===== src/rtl/bcd_operand_encoder.sv =====
// BCD operand encoder: converts a packed BCD operand to unsigned binary using a
// multi-cycle reverse double-dabble (one bit per clock) with a start/busy/done handshake.
// Flags non-decimal digits and results that do not fit in OUT_W bits.
module bcd_operand_encoder #(
   parameter int unsigned N_DIGITS = 10,
   parameter int unsigned OUT_W    = 30
) (
   input  logic                  clk,
   input  logic                  rst_n,
   input  logic                  start,
   input  logic [4*N_DIGITS-1:0] bcd_in,
   output logic                  busy,
   output logic                  done,
   output logic [OUT_W-1:0]      value,
   output logic                  invalid,
   output logic                  overflow
);

   localparam int unsigned AW = 4 * N_DIGITS;
   localparam int unsigned CW = (AW > 1) ? $clog2(AW) : 1;

   typedef enum logic [1:0] {StIdle, StShift, StDone} state_e;

   state_e            state_q;
   logic [AW-1:0]     b_q;
   logic [AW-1:0]     a_q;
   logic [CW-1:0]     cnt_q;

   logic              digit_bad;
   logic [AW-1:0]     b_shift;
   logic [AW-1:0]     b_adj;
   logic [AW-1:0]     a_shift;
   logic              last_shift;
   logic              ovf_next;
   logic [OUT_W-1:0]  val_next;

   // Detect any nibble of the incoming operand that is not a decimal digit.
   always_comb begin
      digit_bad = 1'b0;
      for (int i = 0; i < N_DIGITS; i++) begin
         if (bcd_in[4*i +: 4] > 4'd9) digit_bad = 1'b1;
      end
   end

   // One reverse double-dabble step: shift {B,A} right, then correct every BCD nibble >= 8.
   always_comb begin
      b_shift = {1'b0, b_q[AW-1:1]};
      a_shift = {b_q[0], a_q[AW-1:1]};
      b_adj   = b_shift;
      for (int i = 0; i < N_DIGITS; i++) begin
         if (b_shift[4*i +: 4] >= 4'd8) b_adj[4*i +: 4] = b_shift[4*i +: 4] - 4'd3;
      end
   end

   assign last_shift = (cnt_q == CW'(AW - 1));

   // Result formatting uses the post-shift accumulator so the final step and done coincide.
   if (OUT_W < AW) begin : g_ovf
      assign ovf_next = |a_shift[AW-1:OUT_W];
      assign val_next = ovf_next ? {OUT_W{1'b1}} : a_shift[OUT_W-1:0];
   end else begin : g_no_ovf
      assign ovf_next = 1'b0;
      assign val_next = OUT_W'(a_shift);
   end

   // Conversion FSM with registered handshake and result outputs.
   always_ff @(posedge clk or negedge rst_n) begin
      if (!rst_n) begin
         state_q  <= StIdle;
         b_q      <= '0;
         a_q      <= '0;
         cnt_q    <= '0;
         busy     <= 1'b0;
         done     <= 1'b0;
         value    <= '0;
         invalid  <= 1'b0;
         overflow <= 1'b0;
      end else begin
         done <= 1'b0;
         unique case (state_q)
            StIdle, StDone: begin
               state_q <= StIdle;
               busy    <= 1'b0;
               if (start) begin
                  if (digit_bad) begin
                     // Rejected operand reports immediately without entering SHIFT.
                     state_q  <= StDone;
                     done     <= 1'b1;
                     invalid  <= 1'b1;
                     overflow <= 1'b0;
                     value    <= '0;
                  end else begin
                     state_q <= StShift;
                     busy    <= 1'b1;
                     b_q     <= bcd_in;
                     a_q     <= '0;
                     cnt_q   <= '0;
                  end
               end
            end
            StShift: begin
               b_q   <= b_adj;
               a_q   <= a_shift;
               cnt_q <= cnt_q + 1'b1;
               if (last_shift) begin
                  state_q  <= StDone;
                  busy     <= 1'b0;
                  done     <= 1'b1;
                  value    <= val_next;
                  overflow <= ovf_next;
                  invalid  <= 1'b0;
               end
            end
            default: state_q <= StIdle;
         endcase
      end
   end

endmodule


===== config.mk =====
export PLATFORM = sky130hd
export DESIGN_NAME = bcd_operand_encoder
export DESIGN_NICKNAME = d
export VERILOG_FILES = /design/src/rtl/bcd_operand_encoder.sv
export SDC_FILE = /design/constraint.sdc
export NUM_CORES = 1
export LEC_CHECK = 0
export ABC_CLOCK_PERIOD_IN_PS = 2400
export BUFFER_PORTS_ARGS = -buffer_cell sky130_fd_sc_hd__buf_4
export CAP_MARGIN = 20
export CORE_MARGIN = 2
export CORE_UTILIZATION = 58
export CTS_CLUSTER_SIZE = 28
export DETAILED_ROUTE_END_ITERATION = 6
export PLACE_DENSITY = 0.85
export SYNTH_ARGS = -nofsm -noshare
export SYNTH_HDL_FRONTEND = slang
export SYNTH_SLANG_ARGS = --single-unit

===== constraint.sdc =====
create_clock -name clk -period 2.4 [get_ports clk]
set_clock_uncertainty 0.2 [all_clocks]
set_input_delay 0.48 -clock clk [delete_from_list [all_inputs] [get_ports clk]]
set_output_delay 0.48 -clock clk [all_outputs]
set_load 0.005 [all_outputs]

# After elaboration in Yosys (flattened, before gate mapping)
# Cells that the tools add are included.
classes:
  addsub: 10
  order_cmp: 19
  eq_ne: 7
  muxes: 52
  reduce_logical: 7
ops:
  columns: ["op", "count"]
  rows:
  - ["$mux W40", 4]
  - ["$pmux W40 S2", 2]
  - ["$mux W30", 4]
  - ["$pmux W30 S2", 1]
  - ["$gt A4 B4 Y1 const B", 10]
  - ["$ge A4 B4 Y1 const B", 9]
  - ["$mux W4", 9]
  - ["$sub A4 B2 Y4 const B", 9]
  - ["$mux W1", 21]
  - ["$mux W6", 2]
  - ["$pmux W6 S2", 1]
  - ["$reduce_or A10 Y1", 1]
  - ["$ne A2 B2 Y1 const B", 4]
  - ["$pmux W1 S2", 4]
  - ["$add A6 B1 Y6 const B", 1]
  - ["$eq A6 B6 Y1 const B", 1]
  - ["$mux W2", 3]
  - ["$pmux W2 S2", 1]
  - ["$reduce_and A4 Y1", 1]
  - ["$reduce_and A3 Y1", 1]
  - ["$eq A2 B1 Y1 const B", 1]
  - ["$eq A2 B2 Y1 const B", 1]
  - ["$logic_not A2 Y1", 1]
  - ["$reduce_and A2 Y1", 1]
  - ["other kinds (2)", 2]
totals:
  regBits: 122
  inputBits: 43
  out_inout_bits: 34
  elab_cells: 104

# Longest topological paths before layout
# Gate-level depths: netlist (run 1).
logic_depth:
  depth_word: 14
  depth_mapped: 8
  ltp_nobuf: 6

# Least setup slack after synthesis (run 1)
# OpenSTA, ideal clock, no wires.
synth_path:
  path_kind: "input port to flip-flop"
  start: "input bcd_in[38]"
  end: "register b_q[27]"
  setup_ns: 0.123
  arrival_time_ns: 1.796
  required_ns: 2.077
  setup_slack_ns: 0.281
  stages: 6
  n_path_buf: 2
  path_cell_list: "o21ai_1 -> nand4_2 -> or4_4 -> buf_6 -> buf_6 -> o221a_1"
synth_via:
  elab_chain_len: 4
synth_lines:
  columns: ["element", "line", "rtl"]
  rows:
  - ["from (decl)", "11", "input logic [4*N_DIGITS-1:0] bcd_in,"]
  - ["$gt A4 B4 Y1", "41", "if (bcd_in[4*i +: 4] > 4'd9) digit_bad = 1'b1;"]
  - ["$mux W1", "41", null]
  - ["$ne A2 B2 Y1 (no line)", null, null]
  - ["$reduce_and A3 Y1 (no line)", null, null]
  - ["to (signal assigned)", "95", "b_q <= bcd_in;"]
  - ["to (signal assigned)", "102", "b_q <= b_adj;"]
  - ["to (decl)", "25", "logic [AW-1:0] b_q;"]
# Every way passes these cells.
# A chain may end at the register's enable or synchronous reset.

# Worst setup path in the final report (run 1)
layout_path:
  start: "input bcd_in[39]"
  end: "register b_q[11]"
# Same word-level chain as after synthesis.

==> flow_metrics.py, run 1 <==
metrics = {
    "yosys": {
        "yosysWarnings": 0,
        "synth.net_count": 709,
        "ys_seq_elements": 121,
        "synth_cells": 647,
        "synth.distinct_cells": 37,
        "seq_area_frac_synth_pct": 52.1,
        "synth_area_per_cell_um2": 8.98,
        "synth_area_mm2": 0.00581,
    },
    "worst_hold_path": {
        "hp-class": "input pin to register",
        "hold_path_depth": 3,
    },
    "power": {
        "intPower_mw": 4.69,
        "ir_worst_vdd_mv": 0.556,
        "p_leak_nw": 3.45,
        "power_frac_seq_pct": 46.2,
        "clkPwrFrac_pct": 35.2,
        "p_switching_mw": 2.03,
        "combPwrFrac_pct": 18.5,
        "power.density_mw_per_mm2": 935,
        "sw_frac_of_total_pct": 30.2,
    },
    "critical_path": {
        "crit_arrival_ns": 2.50,
        "setup.worst_path.start_class": "input pin",
        "rr_worst_depth": 6,
        "end_kind": "register",
        "r2r_setup_slack_ns": 0.35,
        "path_class": "input pin to register",
        "worstPathRequired_ns": 2.60,
        "cp_max_fo": 19,
    },
    "floorplanning": {
        "chipHeight_um": 104,
        "die_x_um": 104,
        "initial_utilization_pct": 59.7,
        "ios": 77,
        "core_area_mm2": 0.00973,
        "row_count": 36,
        "dieArea_mm2": 0.0108,
    },
    "timing": {
        "fin_crit_ns": 2.29,
        "period_share_pct": 95.5,
        "slew_violations": 0,
        "max_freq_ghz": 0.436,
        "rsz0062_at_grt": "no",
        "worst_pin_slew_ns": 0.546,
        "setup_viol": 0,
        "slew_headroom_pct": 63.6,
        "hold_viol": 0,
        "setup_tns_ns": 0,
    },
    "detailed_routing": {
        "ant_nets": 0,
        "via_per_inst": 5.68,
        "drcViolationCount": 0,
        "routedWlPerCell_um": 15.6,
        "first_pass_iters": 5,
        "wirelength_mm": 13.6,
        "drt_iter0_drc": 326,
        "num_vias": 4923,
    },
    "global_routing": {
        "grt_max_degree": 55,
        "grt_pass1_vias": 4697,
        "overflow": 0,
        "antenna_found_initial": 0,
        "grt_first_pass_wirelength_mm": 22.3,
        "grtUsageTotal_pct": 25.6,
    },
    "placed_design": {
        "io_buffers": 76,
        "place_congestion": 0.845,
        "hpwl_mm": 8.70,
    },
    "final_layout": {
        "multi_input_comb_area_mm2": 0.00250,
        "final_common_cell": "nand2_1",
        "fillers": 687,
        "syn_to_final_growth_pct": 23.6,
        "final_cell_mix": "165 x nand2_1, 121 x dfrtp_1, 93 x buf_4",
        "antennaDiodeCount": 0,
        "register_area_mm2": 0.00303,
        "layout.nets": 785,
        "final_util_pct": 73.8,
        "drive_above_1_share_pct": 18.7,
    },
    "clock_network": {
        "clk_latency_ns": 0.52,
        "clkTransAtPathRegs_ns": 0.06,
        "cts_max_level": 4,
        "clockBufferDepth": 2,
        "cts_tree": "done",
        "cts_buffers": 17,
        "cts_root_buf": "clkbuf_8",
        "clkSinkCount": 121,
    },
    "run_status": {
        "status": "completed",
    },
    "flow_run": {
        "maxCapViolCount": 0,
    },
}
## worst paths after layout
check / startpoint / endpoint
max: bcd_in[39] / b_q[11]
min: bcd_in[34] / b_q[34]
max reg2reg: state_q[0] / b_q[0]
min reg2reg: invalid / invalid
max in group asynchronous: rst_n / a_q[30]
min in group asynchronous: rst_n / a_q[2]
## synthesized netlist by cell type, drive strengths merged
library cell / n / share of area, %
nor2b: 1 / 0.11
o221a: 9 / 1.7
a22oi: 14 / 1.8
nand4b: 1 / 0.15
nor4: 3 / 0.58
o211a: 5 / 0.86
dfrtp: 121 / 52
o21a: 2 / 0.26
a21oi: 29 / 2.5
and3: 1 / 0.11
nand2b: 7 / 0.75
xor2: 4 / 0.60
xnor2: 15 / 2.3
o22ai: 30 / 3.2
ha: 19 / 4.1
nand3: 9 / 0.78
inv: 27 / 1.7
a31oi: 15 / 1.6
mux2i: 4 / 0.69
nor3: 1 / 0.086
nor2: 49 / 3.2
or3: 1 / 0.11
o21ai: 64 / 5.6
or4: 1 / 0.19
a21o: 1 / 0.13
buf: 13 / 1.4
clkbuf: 31 / 2.0
nand4: 3 / 0.43
nand2: 167 / 11
## flip-flops by register name, summed over array words and instances (netlist names)
| signal | flops |
|---|---|
| cnt_q | 6 |
| invalid | 1 |
| busy | 1 |
| b_q | 40 |
| overflow | 1 |
| value | 30 |
| done | 1 |
| state_q | 2 |
| a_q | 39 |
## kinds of logic (layout without fill, tap and decap cells)
group                    after synthesis  in the layout  share of synthesized area [%]
AO/OA/AOI/OAI                        169            169                           17.7
adder cells (fa/ha/maj)               19             19                           4.09
XOR/XNOR                              19             19                           2.87
multiplexers                           4              4                          0.689
flip-flops                           121            121                           52.1
AND/OR/NAND/NOR                      244            244                           17.4
buffers and inverters                 71            158                           5.11
## stage by stage
stage          hold WS, ns  total power, mW  area [um2]  setup WS [ns]  std cells
6_report            0.0334             6.71        7180          0.107        867
5_1_grt             0.0285             7.08        7180         0.0334        867
4_1_cts             0.0194             6.73        7150         0.0892        865
3_5_place_dp         0.291             4.32        6590         -0.100        833
3_3_place_gp         0.263             4.19        6590        -0.0269        833
2_1_floorplan      -0.0156             3.87        5810          0.281        647
## area by class of cell
cell class	instances	share of cell area, %
clock inverters	9	1.39
multi-input cells	455	34.8
inverters	27	1.41
well taps	133	2.32
repair buffers	101	11.6
flip-flops and latches	121	42.2
clock buffers	21	6.26
## critical path: stages
cell and delay, ns:
dlygate4sd3_1 0.53, buf_4 0.13, o21ai_1 0.13, nand4_2 0.15
or4_4 0.56, buf_4 0.22, o221a_2 0.29
## repair_timing
action | in CTS | in global routing
hold buffers | 2 | 0
setup endpoints to repair | 0 | 12
hold endpoints to repair | 41 | 0
gates resized for setup | 0 | 1
setup buffers | 0 | 1
## routing by layer
metal / part of all wire (%) / GRT usage, % / up-vias
li1: - / - / 2337
met1: 41 / 33.3 / 2363
met2: 51 / 42.4 / 199
met3: 5.9 / 5.39 / 24
met4: 1.9 / 9.46 / 0
met5: 0 / 0 / -
## power groups by stage
stage          Combinational (mW)  Sequential (mW)  Clock [mW]
2_1_floorplan               0.905             2.97           0
3_3_place_gp                 1.12             3.08           0
3_5_place_dp                 1.21             3.11           0
4_1_cts                      1.24             3.09        2.39
5_1_grt                      1.43             3.18        2.48
6_report                     1.24             3.10        2.37
Note: power is estimated with default switching activity, not from simulation.
==> run 2, diff against run 1 <==
--- a/config.mk
+++ b/config.mk
@@ -5,7 +5,7 @@
 export SDC_FILE = /design/constraint.sdc
 export NUM_CORES = 1
 export LEC_CHECK = 0
-export ABC_CLOCK_PERIOD_IN_PS = 2400
+export ABC_CLOCK_PERIOD_IN_PS = 2410
 export BUFFER_PORTS_ARGS = -buffer_cell sky130_fd_sc_hd__buf_4
 export CAP_MARGIN = 20
 export CORE_MARGIN = 2
==> constraint.sdc (replaced) <==
create_clock -name clk -period 2.41 [get_ports clk]
set_clock_uncertainty 0.2 [all_clocks]
set_input_delay 0.482 -clock clk [delete_from_list [all_inputs] [get_ports clk]]
set_output_delay 0.482 -clock clk [all_outputs]
set_load 0.005 [all_outputs]
==> flow_metrics.py, run 2 (synthesis gave the netlist of run 1 again) <==
metrics = {
    "final_layout": {
        "finalNonFillerCells": 869,
        "final_common_cell": "nand2_1",
        "layout.nets": 786,
        "top_register": "b_q",
        "top_regs": "b_q x40, a_q x39, value x30",
        "antennaDiodeCount": 0,
        "drive_above_1_share_pct": 19.2,
        "final_cell_mix": "165 x nand2_1, 121 x dfrtp_1, 94 x buf_4",
        "syn_to_final_growth_pct": 25.3,
        "largest_reg_flops": 40,
    },
    "floorplanning": {
        "die_x_um": 104,
        "core_area_mm2": 0.00973,
        "ios": 77,
        "row_count": 36,
        "initial_utilization_pct": 59.7,
        "chipHeight_um": 104,
        "dieArea_mm2": 0.0108,
    },
    "global_routing": {
        "grt_max_degree": 89,
        "grtUsageTotal_pct": 26.9,
        "grt_pass1_vias": 4966,
        "antenna_found_initial": 0,
        "overflow": 0,
        "grt_first_pass_wirelength_mm": 23.4,
    },
    "detailed_routing": {
        "num_vias": 4999,
        "drt_iter0_drc": 333,
        "drcViolationCount": 0,
        "via_per_inst": 5.75,
        "routedWlPerCell_um": 16.0,
        "wirelength_mm": 13.9,
        "ant_nets": 0,
        "first_pass_iters": 5,
    },
    "timing": {
        "rsz0062_at_grt": "no",
        "hold_viol": 0,
        "slew_headroom_pct": 67.8,
        "slew_violations": 0,
        "max_freq_ghz": 0.438,
        "fin_crit_ns": 2.28,
        "period_share_pct": 94.7,
        "finalHoldWorstSlack_ns": 0.0280,
        "worst_pin_slew_ns": 0.484,
        "setup_tns_ns": 0,
        "setup_viol": 0,
    },
    "power": {
        "finalPower_mw": 7.13,
        "p_leak_nw": 3.49,
        "power.density_mw_per_mm2": 979,
        "ir_worst_vdd_mv": 0.618,
    },
    "clock_network": {
        "clk_latency_ns": 0.52,
        "cts_max_level": 4,
        "cts_buffers": 17,
        "clkTransAtPathRegs_ns": 0.06,
        "clockBufferDepth": 2,
        "cts_root_buf": "clkbuf_8",
        "cts_tree": "done",
        "clkSinkCount": 121,
    },
    "critical_path": {
        "worstPathRequired_ns": 2.61,
        "cp_max_fo": 21,
        "path_class": "input pin to register",
        "rr_worst_depth": 4,
        "setup.worst_path.start_class": "input pin",
        "crit_arrival_ns": 2.48,
        "end_kind": "register",
    },
    "worst_hold_path": {
        "hp-class": "input pin to register",
        "hold_path_depth": 3,
    },
    "run_status": {
        "status": "completed",
    },
    "placed_design": {
        "place_inst": 836,
        "place_congestion": 0.831,
        "io_buffers": 76,
        "hpwl_mm": 9.03,
    },
    "flow_run": {
        "maxCapViolCount": 0,
    },
}
[run 2: final timing paths]
check	slack, ns	endpoint	startpoint
max	0.13	b_q[3]	bcd_in[39]
min	0.03	b_q[2]	bcd_in[2]
max reg2reg	0.24	b_q[3]	state_q[0]
min reg2reg	0.30	invalid	invalid
max in group asynchronous	1.06	b_q[38]	rst_n
min in group asynchronous	0.27	value[0]	rst_n
[run 2: final cells by class]
cell class / instances / area (um2)
clock inverters: 13 / 226
repair buffers: 102 / 837
multi-input cells: 455 / 2500
flip-flops and latches: 121 / 3030
clock buffers: 18 / 418
inverters: 27 / 101
well taps: 133 / 166
fillers: 685 / 2450
[run 2: what timing repair did]
action / in CTS / in global routing
endpoints found under the hold margin: 35 / 0
gates resized for setup: 0 / 2
endpoints found under the setup margin: 0 / 37
buffers inserted: 0 / 0
hold buffers: 2 / 0
[run 2: where the power goes]
part | total (mW) | internal, mW | switching [mW]
clock network | 2.78 | 1.88 | 0.903
logic | 1.25 | 0.619 | 0.631
registers | 3.10 | 2.54 | 0.558
total | 7.13 | 5.04 | 2.09
[run 2: per-stage QoR]
stage                     instance area, um2  setup slack, ns  util (%)
after floorplan                         5810            0.289         -
final                                   7280            0.127      74.8
after global placement                  6610          0.00377      67.9
after CTS                               7270           0.0106      74.7
after global routing                    7280           0.0849      74.8
after detailed placement                6610          -0.0563      67.9
[run 2: critical path: stages]
cell,delay (ns)
dlygate4sd3_1,0.54
buf_4,0.14
o21ai_2,0.09
nand4_2,0.15
or4_4,0.57
buf_4,0.23
o221a_1,0.28
[run 2: metal layers]
layer | up-vias | wire length (um) | global-route usage [%]
met5 | - | 0 | 0
met4 | 0 | 327 | 11.7
met3 | 35 | 782 | 7.02
met2 | 196 | 7120 | 45.9
met1 | 2428 | 5680 | 32.3
li1 | 2340 | - | -
